$ cat src/rtl/osc_meas_pkg.sv
// osc_meas_pkg: shared types and defaults for the oscilloscope measurement blocks
package osc_meas_pkg;
    typedef enum logic [1:0] {SEEK, RISE, FALL} state_e;
    localparam int DEF_DW        = 12;
    localparam int DEF_HYST      = 8;
    localparam int DEF_NAVG_LOG2 = 2;
    localparam int DEF_TIMEOUT   = 4096;
    function automatic int pw_width(input int timeout);
        return $clog2(timeout + 1);
    endfunction
endpackage

$ cat src/rtl/amp_meas_hyst_if.sv
// amp_meas_hyst_if: ADC sample stream in, averaged amplitude/mean/period results out
interface amp_meas_hyst_if import osc_meas_pkg::*; #(
    parameter int DW = DEF_DW,
    parameter int PW = pw_width(DEF_TIMEOUT)
);
    logic          sample_valid;
    logic [DW-1:0] sample;
    logic          clear;
    logic [DW-1:0] vmax;
    logic [DW-1:0] vmin;
    logic [DW-1:0] amp;
    logic [DW-1:0] mean;
    logic [PW-1:0] period;
    logic          meas_valid;
    logic          dc_mode;
    modport master (
        output sample_valid, sample, clear,
        input  vmax, vmin, amp, mean, period, meas_valid, dc_mode
    );
    modport slave (
        input  sample_valid, sample, clear,
        output vmax, vmin, amp, mean, period, meas_valid, dc_mode
    );
endinterface

$ cat src/rtl/meas_accum.sv
// meas_accum: sums per-period extremes/lengths and publishes the averages one cycle later
module meas_accum import osc_meas_pkg::*; #(
    parameter int DW        = DEF_DW,
    parameter int PW        = pw_width(DEF_TIMEOUT),
    parameter int NAVG_LOG2 = DEF_NAVG_LOG2
) (
    input  logic          clk,
    input  logic          rst_n,
    input  logic          acc_i,
    input  logic [DW-1:0] pmax_i,
    input  logic [DW-1:0] pmin_i,
    input  logic [PW-1:0] pcnt_i,
    input  logic          dc_i,
    input  logic [DW-1:0] dc_sample_i,
    input  logic          clr_i,
    output logic [DW-1:0] vmax_o,
    output logic [DW-1:0] vmin_o,
    output logic [DW-1:0] amp_o,
    output logic [DW-1:0] mean_o,
    output logic [PW-1:0] period_o,
    output logic          meas_valid_o,
    output logic          dc_mode_o
);
    localparam int NAV = 1 << NAVG_LOG2;
    localparam int SW  = DW + NAVG_LOG2;
    localparam int QW  = PW + NAVG_LOG2;
    logic [SW-1:0]        smax_q, smin_q, smax_d, smin_d;
    logic [QW-1:0]        sper_q, sper_d;
    logic [NAVG_LOG2:0]   ncnt_q;
    logic [DW-1:0]        avmax_q, avmin_q;
    logic [PW-1:0]        aper_q;
    logic                 pend_q, adc_q, last;
    always_comb begin
        smax_d = smax_q + SW'(pmax_i);
        smin_d = smin_q + SW'(pmin_i);
        sper_d = sper_q + QW'(pcnt_i);
        last   = acc_i && ncnt_q == (NAVG_LOG2 + 1)'(NAV - 1);
    end
    // averages are latched with the final accumulation, then amp/mean derived on the next edge
    always_ff @(posedge clk or negedge rst_n) begin
        if (!rst_n) begin
            smax_q       <= '0;
            smin_q       <= '0;
            sper_q       <= '0;
            ncnt_q       <= '0;
            avmax_q      <= '0;
            avmin_q      <= '0;
            aper_q       <= '0;
            adc_q        <= 1'b0;
            pend_q       <= 1'b0;
            vmax_o       <= '0;
            vmin_o       <= '0;
            amp_o        <= '0;
            mean_o       <= '0;
            period_o     <= '0;
            meas_valid_o <= 1'b0;
            dc_mode_o    <= 1'b0;
        end else begin
            pend_q       <= last || dc_i;
            meas_valid_o <= pend_q;
            if (pend_q) begin
                vmax_o    <= avmax_q;
                vmin_o    <= avmin_q;
                amp_o     <= DW'(({1'b0, avmax_q} - {1'b0, avmin_q}) >> 1);
                mean_o    <= DW'(({1'b0, avmax_q} + {1'b0, avmin_q}) >> 1);
                period_o  <= aper_q;
                dc_mode_o <= adc_q;
            end
            if (dc_i) begin
                avmax_q <= dc_sample_i;
                avmin_q <= dc_sample_i;
                aper_q  <= '0;
                adc_q   <= 1'b1;
            end else if (last) begin
                avmax_q <= DW'(smax_d >> NAVG_LOG2);
                avmin_q <= DW'(smin_d >> NAVG_LOG2);
                aper_q  <= PW'(sper_d >> NAVG_LOG2);
                adc_q   <= 1'b0;
            end
            if (clr_i || dc_i || last) begin
                smax_q <= '0;
                smin_q <= '0;
                sper_q <= '0;
                ncnt_q <= '0;
            end else if (acc_i) begin
                smax_q <= smax_d;
                smin_q <= smin_d;
                sper_q <= sper_d;
                ncnt_q <= ncnt_q + (NAVG_LOG2 + 1)'(1);
            end
        end
    end
endmodule

$ cat src/rtl/amp_meas_hyst.sv
// amp_meas_hyst: hysteresis slope tracker that finds period boundaries, with timeout DC fallback
module amp_meas_hyst import osc_meas_pkg::*; #(
    parameter int DW        = DEF_DW,
    parameter int HYST      = DEF_HYST,
    parameter int NAVG_LOG2 = DEF_NAVG_LOG2,
    parameter int TIMEOUT   = DEF_TIMEOUT
) (
    input  logic          clk,
    input  logic          rst_n,
    amp_meas_hyst_if.slave bus
);
    localparam int PW = pw_width(TIMEOUT);
    localparam logic [DW:0] H = (DW + 1)'(HYST);
    state_e        st_q;
    logic [DW-1:0] rmin_q, rmax_q, peak_q, trough_q, pmax_q;
    logic          seeded_q, armed_q;
    logic [PW-1:0] pcnt_q;
    logic [DW:0]   s;
    logic          go, up, dn, bnd, tmo, acc;
    // threshold sums kept in DW+1 bits; the falling test adds HYST to the sample so it never underflows
    always_comb begin
        s   = {1'b0, bus.sample};
        up  = st_q == SEEK ? seeded_q && s >= {1'b0, rmin_q} + H : st_q == FALL && s >= {1'b0, trough_q} + H;
        dn  = st_q == SEEK ? seeded_q && s + H <= {1'b0, rmax_q} : st_q == RISE && s + H <= {1'b0, peak_q};
        go  = bus.sample_valid && !bus.clear;
        bnd = go && st_q == FALL && up;
        tmo = go && !bnd && pcnt_q == PW'(TIMEOUT - 1);
        acc = bnd && armed_q;
    end
    always_ff @(posedge clk or negedge rst_n) begin
        if (!rst_n) begin
            st_q     <= SEEK;
            rmin_q   <= '0;
            rmax_q   <= '0;
            peak_q   <= '0;
            trough_q <= '0;
            pmax_q   <= '0;
            seeded_q <= 1'b0;
            armed_q  <= 1'b0;
            pcnt_q   <= '0;
        end else if (bus.clear) begin
            st_q     <= SEEK;
            seeded_q <= 1'b0;
            armed_q  <= 1'b0;
            pcnt_q   <= '0;
        end else if (bus.sample_valid) begin
            // the timeout sample reseeds SEEK and closes the stalled window, so the next window starts empty
            pcnt_q <= bnd ? PW'(1) : tmo ? '0 : pcnt_q == PW'(TIMEOUT) ? pcnt_q : pcnt_q + PW'(1);
            if (tmo) begin
                st_q     <= SEEK;
                rmin_q   <= bus.sample;
                rmax_q   <= bus.sample;
                seeded_q <= 1'b1;
                armed_q  <= 1'b0;
            end else begin
                case (st_q)
                    SEEK: begin
                        rmin_q   <= !seeded_q || bus.sample < rmin_q ? bus.sample : rmin_q;
                        rmax_q   <= !seeded_q || bus.sample > rmax_q ? bus.sample : rmax_q;
                        seeded_q <= 1'b1;
                        if (up) begin
                            st_q   <= RISE;
                            peak_q <= bus.sample;
                        end else if (dn) begin
                            st_q     <= FALL;
                            trough_q <= bus.sample;
                        end
                    end
                    RISE: begin
                        if (dn) begin
                            st_q     <= FALL;
                            trough_q <= bus.sample;
                            pmax_q   <= peak_q;
                        end else if (bus.sample > peak_q) begin
                            peak_q <= bus.sample;
                        end
                    end
                    FALL: begin
                        if (up) begin
                            st_q    <= RISE;
                            peak_q  <= bus.sample;
                            armed_q <= 1'b1;
                        end else if (bus.sample < trough_q) begin
                            trough_q <= bus.sample;
                        end
                    end
                    default: st_q <= SEEK;
                endcase
            end
        end
    end
    meas_accum #(.DW(DW), .PW(PW), .NAVG_LOG2(NAVG_LOG2)) u_accum (
        .clk          (clk),
        .rst_n        (rst_n),
        .acc_i        (acc),
        .pmax_i       (pmax_q),
        .pmin_i       (trough_q),
        .pcnt_i       (pcnt_q),
        .dc_i         (tmo),
        .dc_sample_i  (bus.sample),
        .clr_i        (bus.clear),
        .vmax_o       (bus.vmax),
        .vmin_o       (bus.vmin),
        .amp_o        (bus.amp),
        .mean_o       (bus.mean),
        .period_o     (bus.period),
        .meas_valid_o (bus.meas_valid),
        .dc_mode_o    (bus.dc_mode)
    );
endmodule
$ cat src/flat_wrapper.sv
// flat-port wrapper written by rule: the top's interface ports become plain ports
module amp_meas_hyst_flat import osc_meas_pkg::*;
#(
    parameter int DW        = DEF_DW,
    parameter int HYST      = DEF_HYST,
    parameter int NAVG_LOG2 = DEF_NAVG_LOG2,
    parameter int TIMEOUT   = DEF_TIMEOUT
)
  (clk, rst_n, bus_sample_valid, bus_sample, bus_clear, bus_vmax, bus_vmin, bus_amp, bus_mean, bus_period, bus_meas_valid, bus_dc_mode);
  amp_meas_hyst_if #(.DW(DW)) bus_i ();
  input  logic clk;
  input  logic rst_n;
  input wire logic [$bits(bus_i.sample_valid)-1:0] bus_sample_valid;
  input wire logic [$bits(bus_i.sample)-1:0] bus_sample;
  input wire logic [$bits(bus_i.clear)-1:0] bus_clear;
  output wire logic [$bits(bus_i.vmax)-1:0] bus_vmax;
  output wire logic [$bits(bus_i.vmin)-1:0] bus_vmin;
  output wire logic [$bits(bus_i.amp)-1:0] bus_amp;
  output wire logic [$bits(bus_i.mean)-1:0] bus_mean;
  output wire logic [$bits(bus_i.period)-1:0] bus_period;
  output wire logic [$bits(bus_i.meas_valid)-1:0] bus_meas_valid;
  output wire logic [$bits(bus_i.dc_mode)-1:0] bus_dc_mode;
  assign bus_i.sample_valid = bus_sample_valid;
  assign bus_i.sample = bus_sample;
  assign bus_i.clear = bus_clear;
  assign bus_vmax = bus_i.vmax;
  assign bus_vmin = bus_i.vmin;
  assign bus_amp = bus_i.amp;
  assign bus_mean = bus_i.mean;
  assign bus_period = bus_i.period;
  assign bus_meas_valid = bus_i.meas_valid;
  assign bus_dc_mode = bus_i.dc_mode;
  amp_meas_hyst #(.DW(DW), .HYST(HYST), .NAVG_LOG2(NAVG_LOG2), .TIMEOUT(TIMEOUT)) u_core (.clk(clk), .rst_n(rst_n), .bus(bus_i));
endmodule
$ cat config.mk
export PLATFORM = sky130hd
export DESIGN_NAME = amp_meas_hyst_flat
export DESIGN_NICKNAME = d
export VERILOG_FILES = /design/src/rtl/osc_meas_pkg.sv /design/src/rtl/amp_meas_hyst_if.sv /design/src/rtl/meas_accum.sv /design/src/rtl/amp_meas_hyst.sv /design/src/flat_wrapper.sv
export SDC_FILE = /design/constraint.sdc
export NUM_CORES = 1
export LEC_CHECK = 0
export BUFFER_PORTS_ARGS = -buffer_cell sky130_fd_sc_hd__buf_2
export CAP_MARGIN = 10
export CORE_MARGIN = 2
export CORE_UTILIZATION = 25
export CTS_BUF_LIST = sky130_fd_sc_hd__clkbuf_2 sky130_fd_sc_hd__clkbuf_4 sky130_fd_sc_hd__clkbuf_8
export DETAILED_ROUTE_END_ITERATION = 7
export GPL_TIMING_DRIVEN = 0
export PLACE_DENSITY = 0.39
export SLEW_MARGIN = 5
export SYNTH_ARGS = -nofsm -noshare
export SYNTH_HDL_FRONTEND = slang
export SYNTH_SLANG_ARGS = --single-unit
$ cat constraint.sdc
create_clock -name clk -period 4.1 [get_ports clk]
set_input_delay 0.205 -clock clk [delete_from_list [all_inputs] [get_ports clk]]
set_output_delay 0.205 -clock clk [all_outputs]
set_load 0.01 [all_outputs]
# [Word-level counts from Yosys, hierarchy flattened]
# Index checks and enable logic that the tools add are counted.
[classes] order_cmp=8 reduce_logical=41 mul=0 eq_ne=13 n_shift=0 div=0 n_bitwise=2 n_addsub=10 n_mux=54
[ops] op="2-to-1 mux 12 bit" count=17
[ops] op="2-to-1 mux 13 bit" count=7
[ops] op="2-to-1 mux 14 bit" count=4
[ops] op="adder 12 x 4 -> 13 bit, second input constant" count=3
[ops] op="one-hot mux 12 bit (3 select lines)" count=1
[ops] op="2-to-1 mux 15 bit" count=2
[ops] op="adder 14 x 12 -> 14 bit" count=2
[ops] op="greater-or-equal comparator 12 x 13 -> 1 bit" count=2
[ops] op="less-or-equal comparator 13 x 12 -> 1 bit" count=2
[ops] op="> comparator 12 bit" count=2
[ops] op="less-than comparator 12 bit" count=2
[ops] op="one-hot mux 12 bit (2 select lines)" count=1
[ops] op="adder 15 x 13 -> 15 bit" count=1
[ops] op="AND reduction 7 bit" count=2
[ops] op="nonzero test 2 bit" count=7
[ops] op="adder 12 x 12 -> 13 bit" count=1
[ops] op="adder 13 x 1 -> 13 bit, second input constant" count=1
[ops] op="== test 13 x 12 -> 1 bit, second input constant" count=1
[ops] op="== test 13 bit, second input constant" count=1
[ops] op="2-to-1 mux 1 bit" count=13
[ops] op="subtractor 12 x 12 -> 13 bit" count=1
[ops] op="2-to-1 mux 2 bit" count=6
[ops] op="nonzero test 3 bit" count=4
[ops] op="logical AND 1 bit" count=11
[ops] op="other kinds (18)" count=34
[word_totals] mem_bits_ro=0 memories=0 latch_bits=0 wordCells=153 input_bits=16 reg_bits=225 ram_bits=0 output_inout_bits=63

# [Depth between registers and ports, before layout]
# Gate-level depths: netlist of run 1.
[logic_depth] ltp_word=12 ltp_mapped=16 ltp_nobuf=13

# [By module]
# From an unflattened synthesis of run 1, not the netlist that was laid out.
[hier_totals] hier_cells=1410 hier_area_um2=14194.9
[modules_own_cells] mod="meas_accum" n_inst=1 seq_area_each_um2=3703.6 cells_each=821 area_per_inst_um2=8355.5
[modules_own_cells] mod="amp_meas_hyst" n_inst=1 seq_area_each_um2=1926.8 cells_each=589 area_per_inst_um2=5839.4

# [Least setup slack after synthesis of run 1]
# Ideal clock, no wire load.
[synth_timing] kind="flip-flop to flip-flop" from="register u_core.trough_q[3]" to="register u_core.trough_q[10]" n_path_buf=2 synth_period_minus_slack_ns=3.317 required_time_ns=3.975 t_arrival_ns=3.192 path_slack_ns=0.783 path_stages_with_launch=14 setup_ns=0.125 cell_sequence="dfrtp_1 ha_1 nand3_1 xnor2_1 ha_1 o21a_1 a2111oi_1 a21oi_2 or4_1 buf_4 nand2_1 or4_4 buf_6 mux2_4"
[synth_between] elab_chain_cells=10 word_cells_on_any_way=14 cone_classes="add/sub (1); order compare (2); eq/ne (3); mux (1); bitwise (1); reduce/logical (6)"
[synth_lines] element="start, declared" line_no="amp_meas_hyst.sv:15" text="logic [DW-1:0] rmin_q, rmax_q, peak_q, trough_q, pmax_q;"
[synth_lines] element="start signal, assigned" line_no="amp_meas_hyst.sv:66" text="trough_q <= bus.sample;"
[synth_lines] element="start signal, assigned" line_no="amp_meas_hyst.sv:72" text="trough_q <= bus.sample;"
[synth_lines] element="start signal, assigned" line_no="amp_meas_hyst.sv:84" text="trough_q <= bus.sample;"
[synth_lines] element="adder 12 x 4 -> 13 bit" line_no="amp_meas_hyst.sv:23" text="up = st_q == SEEK ? seeded_q && s >= {1'b0, rmin_q} + H : st_q == FALL && s >= {1'b0, trough_q} + H;"
[synth_lines] element="greater-or-equal comparator 12 x 13 -> 1 bit" line_no="amp_meas_hyst.sv:23"
[synth_lines] element="logical AND 1 bit" line_no="amp_meas_hyst.sv:23"
[synth_lines] element="2-to-1 mux 1 bit" line_no="amp_meas_hyst.sv:23"
[synth_lines] element="logical AND 1 bit" line_no="amp_meas_hyst.sv:26" text="bnd = go && st_q == FALL && up;"
[synth_lines] element="zero test 1 bit" line_no="amp_meas_hyst.sv:27" text="tmo = go && !bnd && pcnt_q == PW'(TIMEOUT - 1);"
[synth_lines] element="logical AND 1 bit (2 in series)" line_no="amp_meas_hyst.sv:27"
[synth_lines] element="NOT 1 bit (no source line)"
[synth_lines] element="AND reduction 7 bit (no source line) (*)"
# Mark *: on every way between the ends. The rest lies on a longest branch, timed or not.
# A chain may end at the register's enable or synchronous reset.

# [Worst setup path after layout of run 1]
[layout_timing] from="input port bus_sample[5]" to="register u_core.peak_q[4]"
[layout_between] elab_chain_cells=9 word_cells_on_any_way=21 cone_classes="add/sub (1); order compare (5); eq/ne (3); mux (2); bitwise (1); reduce/logical (9)"
[layout_lines] element="start, declared" line_no="flat_wrapper.sv:14" text="input wire logic [$bits(bus_i.sample)-1:0] bus_sample;"
[layout_lines] element="branches (longest 8 deep; another with adder 12 x 4 -> 13 bit)"
[layout_lines] element="AND reduction 7 bit (no source line) (*)"
[layout_lines] element="end signal, assigned" line_no="amp_meas_hyst.sv:63" text="peak_q <= bus.sample;"
[layout_lines] element="end signal, assigned" line_no="amp_meas_hyst.sv:75" text="peak_q <= bus.sample;"
[layout_lines] element="end signal, assigned" line_no="amp_meas_hyst.sv:81" text="peak_q <= bus.sample;"
[layout_lines] element="end, declared" line_no="amp_meas_hyst.sv:15"
# Mark *: on every way between the ends.

==> impl_results.md, run 1 <==
* Outcome: complete, no violations
* Full die area at 57,500 µm²
* Layout Nets at 1,670
* Comb pwr share at 0.325
* Yosys Warn Count at 0
* Hold Crit Class: input port to register
* Synthesized area at 13,900 µm²
* Power per Cell Area at 489 nW/µm²
* Initial DRC count at 529
* CTS tree: built
* Crit Path Class: input port to register
* Clock share of power at 0.313
* Vias in the first global route at 10,800
* Post-route cell area at 16,300 µm²
* Via count at 10,500
* Final period util at 0.938
* Sw Share at 0.350
* Detailed Place HPWL at 30,100 µm
* Clk_lat worst skew at 610 ps
* Final Hold Viols at 0
* Setup violations, final at 0
* Clk root buf: clkbuf_8
* Max stage delay on crit path at 460 ps
* Switching pwr at 2.79 mW
* Avg WL per Cell at 17.7 µm
* Place WS at -501 ps
* Most frequent cell after synthesis: dfrtp_1
* Pin count of the biggest net entering global routing at 103
* Initial antenna violation count at 1
* Type of origin of the critical path: input port
* Post-synthesis net count at 1,539
* Sink Count at 225
* DRC errors left at 0
* Initial Utilization at 0.253
* Crit. End Element: register
* Top post-synthesis cells by count: dfrtp_1, ha_1, nand2_1
* Final cell count without fillers at 2,281
* Total global routing overflow at 0
* TritonCTS buffer count at 46
* Htree depth at 2
* Sequential element share of the synthesized area at 0.405
* Seq pwr share at 0.362
* WP data required at 4590 ps
* Slew Limit Fails at 0
* Final worst slack at 254 ps
* Max Root-Sink Buffers at 3
* Total Wirelength at 40,500 µm
* Flop2flop setup slack at 300 ps
* First-pass GRT wire length at 63,400 µm
* #FFs+latches synth at 225
* Tot Pwr at 7.98 mW
* R2R Path End: u_core.peak_q[4]
* Clock Skews at 30.3 ps
* Synth area leader: dfrtp_1
* Routed vias/inst at 4.61
* Clock transition at the registers of the reported paths at 50 ps
* Crit-path max FO at 10
* GPL Wtd Cong at 0.784
* Worst hold slack at 53.2 ps
* Area of the core at 55,000 µm²
* Synth top area share at 0.405
* Slew headroom at 0.412
* Critical R2R Launch: u_core.rmin_q[3]
* Reg2reg path depth at 13
* Maximum clock rate at 260 MHz
* Cell variety after synth at 72
* Internal at 5.19 mW
* DRT Pass-1 Iters at 5
* Hold path cells at 2
* Post-Syn Instances at 1,368
* TNS Setup at 0 ps
* RSZ-0062 raised after global routing: no
* CP dominant cell by count: buf_2
* Syn-to-layout area delta at 17.5%
* CP cell instances: buf_2 -> buf_2 -> and4_1 -> and4_1 -> xor2_1 -> ha_1 -> a21o_1 -> a21oi_1 -> o211ai_1 -> o21a_1 -> nor2_1 -> a311oi_1 -> o21ai_1 -> buf_2 -> mux2_2
* Chip height at 240 µm
* Post-route ant nets at 0
* Worst Min Path Start: bus_sample[1]
* Final core utilization at 0.297
* Width of the chip at 240 µm
* Worst Hold End: u_core.rmin_q[1]
* Post-Place Cells at 2,194
* P_leak at 7.90 nW
* Synth top area cells: dfrtp_1, ha_1, mux2_2
* Least-Margin Pin Slew at 860 ps
* Clock period minus worst slack at 3850 ps
* Top_reg_cell synth: dfrtp_1
* EDFF count, synth at 0
* Fillcell total at 5,772
* VDD IR-drop max at 0.000192 V
* CP arrival at 4340 ps
* Async set-reset flop share out of synthesis at 1.00
* Critical-path top delay cell: o21ai_1
* Core Rows at 86
* Max Cap Viol at 0
* Syn avg cell area at 10.2 µm²
* Cell Area, Placed at 15,300 µm²
* I/O pin count at 79
* Fraction of layout cells with a size suffix above 1 at 0.187
* GRT Total Usage at 0.143
* Port-buffer cells at 76
## critical path: cells and delay by family
kind | cells | cell delay (ps)
adders and majority gates | 1 | 300
AOI/OAI and AO/OA | 6 | 1340
muxes | 1 | 360
and+or+nand+nor | 3 | 860
buffers and inverters | 3 | 1000
xor gates and xnor gates | 1 | 250
## placed cells by master (no fill, tap or decap), types with 15 or more instances in the layout
| master | instances |
|---|---|
| o21a_1 | 17 |
| nand3_1 | 33 |
| a22o_1 | 39 |
| o21ai_0 | 84 |
| nor3_1 | 25 |
| nor2_1 | 84 |
| dfrtp_1 | 224 |
| a21oi_1 | 64 |
| mux2_1 | 15 |
| buf_2 | 88 |
| mux2_2 | 72 |
| ha_1 | 150 |
| nand2_1 | 98 |
| a21o_1 | 16 |
| inv_1 | 84 |
| clkbuf_1 | 28 |
| clkbuf_4 | 17 |
| a22oi_1 | 17 |
| clkbuf_8 | 56 |
| xnor2_1 | 50 |
## how the worst max path moves through the flow
| stage | from | end | cells past startpoint |
|---|---|---|---|
| global route | u_core.trough_q[5] | u_core.u_accum.avmin_q[2] | 14 |
| floorplan | u_core.trough_q[3] | u_core.trough_q[10] | 13 |
| detailed placement | bus_sample[6] | u_core.peak_q[4] | 15 |
| global placement | rst_n | u_core.u_accum.vmax_o[1] | 1 |
| CTS | u_core.trough_q[3] | u_core.u_accum.avmax_q[0] | 14 |
| finish | bus_sample[5] | u_core.peak_q[4] | 15 |
## cells by family (layout without fill, tap and decap cells)
family,Yosys count,in the layout,share of synthesized area
xor gates and xnor gates,64,64,0.0403
buffers and inverters,137,301,0.0401
DFF,225,225,0.405
other,0,1,0
adders and majority gates,155,155,0.142
muxes,108,108,0.0885
AOI/OAI and AO/OA,331,331,0.160
and+or+nand+nor,348,348,0.124
## routing by layer
layer,track usage,up-vias,part of all wire
met5,0,-,0
met1,0.196,5093,0.49
met4,0.0400,0,0.022
met3,0.0258,58,0.034
li1,-,5227,-
met2,0.232,144,0.45
## final cells by class
type	count	area [µm²]	area share
multi-input combinational	1006	7720	0.473
sequential	225	5630	0.345
tap	748	936	0.0573
clock buffer	73	898	0.0550
timing repair buffer	83	490	0.0301
inverter	85	323	0.0198
buffer	52	245	0.0150
clock inverter	8	73.8	0.00452
antenna	1	2.50	0.000153
## power by group through the flow
stage	clock network, mW	registers (mW)	logic, mW
2_1_floorplan	0	2.81	1.97
3_3_place_gp	0	2.92	2.57
3_5_place_dp	0	2.93	2.61
4_1_cts	2.62	2.90	2.63
5_1_grt	2.71	2.95	2.99
6_report	2.50	2.89	2.59
## repair_timing
item | 4_1_cts | 5_1_grt
gates resized for setup | 2 | 12
hold buffers | 3 | 0
endpoints found under the hold margin | 116 | 0
endpoints found under the setup margin | 13 | 31
buffers inserted | 1 | 1
pin swaps | 1 | 2
## registers in the layout, summed over array words and instances, names as in the netlist, 13 cells and up
signal                   flops
u_core.u_accum.aper_q       13
u_core.u_accum.period_o     13
u_core.u_accum.sper_q       15
u_core.u_accum.smin_q       14
u_core.pcnt_q               13
u_core.u_accum.smax_q       14
Note: power is estimated with default switching activity, not from simulation.
==> inputs of run 2 (changes only) <==
--- a/config.mk
+++ b/config.mk
@@ -5,11 +5,13 @@
 export SDC_FILE = /design/constraint.sdc
 export NUM_CORES = 1
 export LEC_CHECK = 0
+export ABC_AREA = 1
 export BUFFER_PORTS_ARGS = -buffer_cell sky130_fd_sc_hd__buf_2
 export CAP_MARGIN = 10
 export CORE_MARGIN = 2
 export CORE_UTILIZATION = 25
 export CTS_BUF_LIST = sky130_fd_sc_hd__clkbuf_2 sky130_fd_sc_hd__clkbuf_4 sky130_fd_sc_hd__clkbuf_8
+export CTS_CLUSTER_DIAMETER = 30
 export DETAILED_ROUTE_END_ITERATION = 7
 export GPL_TIMING_DRIVEN = 0
 export PLACE_DENSITY = 0.39
==> run 2 against run 1 <==
Largest power group is now clock. Synthesized area rose by 7.9%. Utilization rose by 1.2 points. Maximum frequency rose by 16%. Wire length rose by 23%. Final cell count rose by 26%.
==> impl_results.md, run 2 <==
* Sink Count at 225 (unchanged)
* Cell variety after synth at 53 (was 72)
* Clock Skews at 35.9 ps (was 30.3 ps)
* Reg with most FFs: u_core.u_accum.sper_q (unchanged)
* Final period util at 0.808 (was 0.938)
* CP arrival at 3870 ps (was 4340 ps)
* TritonCTS buffer count at 71 (was 46)
* Worst Hold End: u_core.peak_q[6] (was u_core.rmin_q[1])
* Worst Min Path Start: bus_sample[6] (was bus_sample[1])
* Layout Nets at 2,227 (was 1,670)
* Place WS at 712 ps (was -501 ps)
* Vias in the first global route at 13,700 (was 10,800)
* Most frequent cell after synthesis: nand2_1 (was dfrtp_1)
* Total global routing overflow at 0 (unchanged)
* Final Hold Viols at 0 (unchanged)
* Most frequent cells in the layout: nand2_1, dfrtp_1, nand3_1 (was dfrtp_1, ha_1, nand2_1)
* Max Root-Sink Buffers at 3 (unchanged)
* Yosys Warn Count at 0 (unchanged)
* EDFF count, synth at 0 (unchanged)
* Hold path cells at 3 (was 2)
* Pin count of the biggest net entering global routing at 107 (was 103)
* Fraction of layout cells with a size suffix above 1 at 0.144 (was 0.187)
* Power per Cell Area at 510 nW/µm² (was 489 nW/µm²)
* Crit Path Class: register to register (was input port to register)
* GRT Total Usage at 0.162 (was 0.143)
* Worst hold slack at 50.9 ps (was 53.2 ps)
* Clock period minus worst slack at 3310 ps (was 3850 ps)
* Clk_lat worst skew at 630 ps (was 610 ps)
* First-pass GRT wire length at 79,000 µm (was 63,400 µm)
* Max FFs per register at 15 (unchanged)
* Biggest regs: u_core.u_accum.sper_q (15), u_core.u_accum.smax_q (14), u_core.u_accum.smin_q (14) (unchanged)
* Critical R2R Launch: u_core.trough_q[4] (was u_core.rmin_q[3])
* Antenna fix cells at 0 (was 1)
* Top_reg_cell synth: dfrtp_1 (unchanged)
* Tot Pwr at 9.32 mW (was 7.98 mW)
* Avg WL per Cell at 17.2 µm (was 17.7 µm)
* Adder-cell share of the synthesized area at 0.132 (was 0.142)
* Chip height at 249 µm (was 240 µm)
* Crit-path max FO at 10 (unchanged)
* WP data required at 4660 ps (was 4590 ps)
* Port-buffer cells at 78 (was 76)
* Syn-to-layout area delta at 21.8% (was 17.5%)
* Slew headroom at 0.472 (was 0.412)
* Initial DRC count at 758 (was 529)
* Routed vias/inst at 4.60 (was 4.61)
* Via count at 13,300 (was 10,500)
* R2R Path End: u_core.u_accum.smax_q[7] (was u_core.peak_q[4])
* Largest family of logic cells by synthesized area: simple AND/OR/NAND/NOR gates (was compound AO/OA/AOI/OAI gates)
* RSZ-0062 raised after global routing: no (unchanged)
* Top post-synthesis cells by count: nand2_1, dfrtp_1, nand3_1 (was dfrtp_1, ha_1, nand2_1)
* Syn avg cell area at 7.93 µm² (was 10.2 µm²)
* Clk root buf: clkbuf_8 (unchanged)
* Synth top area cells: dfrtp_1, ha_1, nand2_1 (was dfrtp_1, ha_1, mux2_2)
* Post-CTS Setup Repair Bufs at 0 (was 1)
* Post-CTS resize count at 0 (was 2)
* GPL Wtd Cong at 0.842 (was 0.784)
* Area of the core at 59,100 µm² (was 55,000 µm²)
* Synthesized area at 15,000 µm² (was 13,900 µm²)
* Max Cap Viol at 0 (unchanged)
* Total Wirelength at 49,700 µm (was 40,500 µm)
* Flop2flop setup slack at 790 ps (was 300 ps)
* Clock transition at the registers of the reported paths at 50 ps (about the same)
* Setup violations, final at 0 (unchanged)
* #FFs+latches synth at 225 (unchanged)
* Async set-reset flop share out of synthesis at 1.00 (unchanged)
* Final worst slack at 787 ps (was 254 ps)
* Synth top area share at 0.375 (was 0.405)
* Post-Syn Instances at 1,891 (was 1,368)
* Sequential element share of the synthesized area at 0.375 (was 0.405)
* Initial Utilization at 0.254 (was 0.253)
* Maximum clock rate at 302 MHz (was 260 MHz)
* Slew Limit Fails at 0 (unchanged)
* P_leak at 9.40 nW (was 7.90 nW)
* VDD IR-drop max at 0.000291 V (was 0.000192 V)
* DRC errors left at 0 (unchanged)
* Htree depth at 3 (was 2)
* Crit. End Element: register (unchanged)
* Type of origin of the critical path: register (was input port)
* Detailed Place HPWL at 38,000 µm (was 30,100 µm)
* Width of the chip at 249 µm (was 240 µm)
* Core Rows at 89 (was 86)
* DRT Pass-1 Iters at 5 (unchanged)
* Outcome: complete, no violations (unchanged)
* Most common cell after layout, fill and taps aside: nand2_1 (was dfrtp_1)
* Full die area at 62,000 µm² (was 57,500 µm²)
* XOR/XNOR share of the synthesized area at 0.0415 (was 0.0403)
* Post-Synth Simple-Gate Area at 0.260 (was 0.124)
* Post-synthesis compound-gate area fraction at 0.118 (was 0.160)
* Initial antenna violation count at 0 (was 1)
* Reg2reg path depth at 16 (was 13)
* I/O pin count at 79 (unchanged)
* Least-Margin Pin Slew at 790 ps (was 860 ps)
* Hold Crit Class: input port to register (unchanged)
* Multiplexer share of the synthesized area at 0 (was 0.0885)
* Post-route ant nets at 0 (unchanged)
* Synth area leader: dfrtp_1 (unchanged)
* CTS tree: built (unchanged)
* Post-synthesis net count at 2,062 (was 1,539)
[run 2: power by group]
group	internal (mW)	switching (mW)	total, mW
logic	0.925	1.57	2.49
registers	2.51	0.287	2.80
clock network	2.67	1.35	4.03
[run 2: metal layers]
layer | track usage | vias up | part of all wire
met4 | 0.0552 | 0 | 0.029
met3 | 0.0317 | 83 | 0.038
met1 | 0.211 | 6234 | 0.47
li1 | - | 6673 | -
met2 | 0.269 | 271 | 0.46
met5 | 0 | - | 0
[run 2: critical path: stages (launching register included)]
cell and delay (ps):
dfrtp_1 450, ha_1 250, nand2_1 70, nor2_1 170
nand3_1 130, nor3_1 210, xor2_1 100, ha_1 290
inv_1 40, o21bai_1 130, inv_1 60, nand2_2 110
nand3_2 200, nor2_4 280, clkbuf_1 480, nand3_1 180
nand2_1 110
[run 2: layout make-up]
cell class | count | area [µm²]
Tap cell | 773 | 967
Clock buffer | 97 | 1230
Clock inverter | 31 | 494
Timing Repair Buffer | 92 | 576
Multi-Input combinational cell | 1405 | 8270
Sequential cell | 225 | 5630
Inverter | 193 | 724
Buffer | 68 | 373
Fill cell | 6391 | 40900
[run 2: logic make-up (layout without fill, tap and decap cells)]
logic type,after synthesis,count (layout)
compound gates,294,294
fa+ha+maj,155,155
flops,225,225
simple gates,885,885
xor+xnor,71,71
buf+inv,261,481
[run 2: worst max-delay path by stage]
| stage | start | to | cells past startpoint |
|---|---|---|---|
| 6_report | u_core.trough_q[4] | u_core.u_accum.smax_q[7] | 16 |
| 5_1_grt | u_core.trough_q[4] | u_core.u_accum.ncnt_q[1] | 16 |
| 3_5_place_dp | bus_sample[3] | u_core.trough_q[10] | 18 |
| 2_1_floorplan | u_core.trough_q[3] | u_core.u_accum.avmin_q[8] | 18 |
| 3_3_place_gp | rst_n | u_core.pcnt_q[2] | 1 |
| 4_1_cts | u_core.trough_q[4] | u_core.u_accum.smax_q[7] | 16 |
[run 2: repair_timing]
item	CTS	global route
hold buffers	12	0
endpoints found under the setup margin	0	0
endpoints found under the hold margin	240	0
[run 2: through the flow]
step | instance area (µm²) | util | setup TNS [ps] | cells
2_1_floorplan | 15000 | - | 0 | 1891
3_3_place_gp | 16400 | 0.277 | -360160 | 2742
3_5_place_dp | 16400 | 0.278 | 0 | 2744
4_1_cts | 18300 | 0.309 | 0 | 2884
5_1_grt | 18300 | 0.309 | 0 | 2884
6_report | 18300 | 0.309 | 0 | 2884
==> inputs of run 3 (changes only) <==
--- a/config.mk
+++ b/config.mk
@@ -14,7 +14,7 @@
 export CTS_CLUSTER_DIAMETER = 30
 export DETAILED_ROUTE_END_ITERATION = 7
 export GPL_TIMING_DRIVEN = 0
-export PLACE_DENSITY = 0.39
+export PLACE_DENSITY = 0.41
 export SLEW_MARGIN = 5
 export SYNTH_ARGS = -nofsm -noshare
 export SYNTH_HDL_FRONTEND = slang
==> constraint.sdc (replaced) <==
create_clock -name clk -period 2.72 [get_ports clk]
set_input_delay 0.136 -clock clk [delete_from_list [all_inputs] [get_ports clk]]
set_output_delay 0.136 -clock clk [all_outputs]
set_load 0.01 [all_outputs]
==> run 3 against run 2 <==
The run now ends with setup timing left. Maximum frequency increased by 15%. Combinational power increased by 67%. Non-clock buffer count increased by 60. Critical path depth increased by 4. Cell area increased by 7.3%. Sequential share of layout area decreased by 2.1 points. Utilization increased by 2.3 points. Sequential power increased by 51%. Worst hold slack about the same. Largest power group unchanged.
==> impl_results.md, run 3 (synthesis gave the netlist of run 2 again) <==
* Seq pwr share at 0.316 (was 0.300)
* Total global routing overflow at 0 (unchanged)
* Internal at 8.63 mW (was 6.11 mW)
* Outcome: finished with violations (was complete, no violations)
* Crit-path max FO at 6 (was 10)
* Post-Place Cells at 2,744 (unchanged)
* CP dominant cell by count: nand2_4
* Sw Share at 0.358 (was 0.344)
* Clock transition at the registers of the reported paths at 50 ps (about the same)
* GPL Wtd Cong at 0.865 (was 0.842)
* Slew headroom at 0.497 (was 0.472)
* Hold Crit Class: input port to register (unchanged)
* Max stage delay on crit path at 450 ps (was 480 ps)
* CP cell instances: ha_4 -> nand2_4 -> nor2_4 -> xor2_1 -> ha_1 -> nand2_1 -> a21oi_1 -> nor2_1 -> nand2_1 -> inv_1 -> nand2_2 -> nand2_2 -> nand2_4 -> nand2_4 -> buf_8 -> nand3_4 -> buf_8 -> buf_6 -> nand3_2 -> o211ai_1 (was ha_1 -> nand2_1 -> nor2_1 -> nand3_1 -> nor3_1 -> xor2_1 -> ha_1 -> inv_1 -> o21bai_1 -> inv_1 -> nand2_2 -> nand3_2 -> nor2_4 -> clkbuf_1 -> nand3_1 -> nand2_1)
* VDD IR-drop max at 0.000346 V (was 0.000291 V)
* Clk_lat worst skew at 620 ps (was 630 ps)
* Initial Utilization at 0.254 (unchanged)
* Clock period minus worst slack at 2890 ps (was 3310 ps)
* Clock Skews at 40.3 ps (was 35.9 ps)
* P_leak at 9.89 nW (was 9.40 nW)
* Most frequent cells in the layout: nand2_1, dfrtp_1, inv_1 (was nand2_1, dfrtp_1, nand3_1)
* Type of origin of the critical path: register (unchanged)
* Clk root buf: clkbuf_8 (unchanged)
* RSZ-0062 raised after global routing: yes (was no)
* Width of the chip at 249 µm (unchanged)
* TritonCTS buffer count at 67 (was 71)
* Power per Cell Area at 686 nW/µm² (was 510 nW/µm²)
* Final worst slack at -168 ps (was 787 ps)
* Total Wirelength at 50,700 µm (was 49,700 µm)
* Fillcell total at 6,278 (was 6,391)
* Sink Count at 225 (unchanged)
* Seq. cell area at 5640 µm² (was 5630 µm²)
* Max Cap Viol at 0 (unchanged)
* DRC errors left at 0 (unchanged)
* Slew Limit Fails at 0 (unchanged)
* Via count at 13,700 (was 13,300)
* GRT Total Usage at 0.164 (was 0.162)
* CTS tree: built (unchanged)
* Final period util at 1.06 (was 0.808)
* Vias in the first global route at 13,900 (was 13,700)
* TNS Setup at -14,140 ps (was 0 ps)
* Cell class contributing the biggest share of worst-path delay: simple AND/OR/NAND/NOR gates (unchanged)
* Switching pwr at 4.82 mW (was 3.21 mW)
* DRT Pass-1 Iters at 7 (was 5)
* Pin count of the biggest net entering global routing at 106 (was 107)
* Max FFs per register at 15 (unchanged)
* CP arrival at 3350 ps (was 3870 ps)
* Most common cell after layout, fill and taps aside: nand2_1 (unchanged)
* Setup violations, final at 145 (was 0)
* Clock share of power at 0.375 (was 0.432)
* Place WS at -594 ps (was 712 ps)
* Port-buffer cells at 78 (unchanged)
* Full die area at 62,000 µm² (unchanged)
* First-pass GRT wire length at 79,500 µm (was 79,000 µm)
* Avg WL per Cell at 17.3 µm (was 17.2 µm)
* Least-Margin Pin Slew at 755 ps (was 790 ps)
* Htree depth at 3 (unchanged)
* Crit Path Class: register to register (unchanged)
* Critical-path top delay cell: dfrtp_2 (was clkbuf_1)
* Detailed Place HPWL at 37,200 µm (was 38,000 µm)
* Tot Pwr at 13.4 mW (was 9.32 mW)
* Chip height at 249 µm (unchanged)
* Biggest regs: u_core.u_accum.sper_q (15), u_core.u_accum.smax_q (14), u_core.u_accum.smin_q (14) (unchanged)
* Failing checks: setup timing
* Area of the core at 59,100 µm² (unchanged)
* Initial DRC count at 762 (was 758)
* Syn-to-layout area delta at 30.8% (was 21.8%)
* Final core utilization at 0.332 (was 0.309)
* Core Rows at 89 (unchanged)
* Final Hold Viols at 0 (unchanged)
* Antenna fix cells at 0 (unchanged)
* Initial antenna violation count at 0 (unchanged)
* CP Buf/Inv Count at 4 (was 3)
* Comb pwr share at 0.309 (was 0.268)
* Fraction of layout cells with a size suffix above 1 at 0.222 (was 0.144)
* I/O pin count at 79 (unchanged)
* Maximum clock rate at 346 MHz (was 302 MHz)
* Final cell count without fillers at 2,932 (was 2,884)
* Crit. End Element: register (unchanged)
* Max Root-Sink Buffers at 3 (unchanged)
* Area of the multi-input gates at 8900 µm² (was 8270 µm²)
* Reg with most FFs: u_core.u_accum.sper_q (unchanged)
* Post-route ant nets at 0 (unchanged)
* WP data required at 3180 ps (was 4660 ps)
* Routed vias/inst at 4.66 (was 4.60)
* Layout Nets at 2,283 (was 2,227)
run 3: repair_timing:
action                                 in CTS  in global routing
buffers inserted                           41                  7
hold buffers                               14                  0
pin swaps                                  56                 10
setup endpoints to repair                 162                160
gates cloned                               10                  5
gates resized for setup                   219                 38
endpoints found under the hold margin     247                  0
run 3: final timing paths:
check	from	to	slack, ps	depth (start not counted)
setup / recovery	u_core.trough_q[3]	u_core.u_accum.avmin_q[0]	-170	20
min in group asynchronous	rst_n	u_core.u_accum.mean_o[1]	90	3
setup reg to reg	u_core.trough_q[3]	u_core.u_accum.avmin_q[0]	-170	20
hold / removal	bus_sample_valid	u_core.rmin_q[11]	50	5
max in group asynchronous	rst_n	u_core.trough_q[5]	2000	3
hold reg to reg	u_core.u_accum.pend_q	u_core.u_accum.meas_valid_o	380	0
run 3: worst reg2reg max path, cell delays in order (launching register included):
cell	delay, ps
dfrtp_2	450
ha_4	190
nand2_4	60
nor2_4	40
xor2_1	160
ha_1	300
nand2_1	110
a21oi_1	50
nor2_1	130
nand2_1	70
inv_1	60
nand2_2	60
nand2_2	80
nand2_4	70
nand2_4	120
buf_8	150
nand3_4	170
buf_8	220
buf_6	120
nand3_2	60
o211ai_1	90
run 3: stage by stage:
| step | instance area [µm²] | hold slack, ps |
|---|---|---|
| after detailed placement | 16400 | 31.1 |
| after global placement | 16400 | 389 |
| after global routing | 19600 | 37.1 |
| after CTS | 19400 | 4.72 |
| after floorplan | 15000 | -160 |
| final | 19600 | 50.5 |
run 3: power by group through the flow:
stage,combinational [mW],sequential [mW],clock [mW]
global placement,3.69,4.28,0
detailed placement,3.75,4.28,0
CTS,4.12,4.24,5.21
finish,4.16,4.24,5.05
floorplan,2.80,4.11,0
global route,4.80,4.31,5.38
run 3: routing by layer:
metal | vias to the layer above | part of all wire | track usage
li1 | 6780 | - | -
met1 | 6477 | 0.46 | 0.211
met2 | 307 | 0.47 | 0.275
met3 | 104 | 0.041 | 0.0306
met4 | 0 | 0.031 | 0.0559
met5 | - | 0 | 0
run 3: cell type report:
| cell class | count | share of cell area |
|---|---|---|
| multi-input cells | 1405 | 0.454 |
| flip-flops and latches | 225 | 0.288 |
| repair buffers | 153 | 0.0687 |
| clock buffers | 98 | 0.0659 |
| well taps | 773 | 0.0493 |
| inverters | 193 | 0.0369 |
| plain buffers | 67 | 0.0298 |
| clock inverters | 18 | 0.00791 |
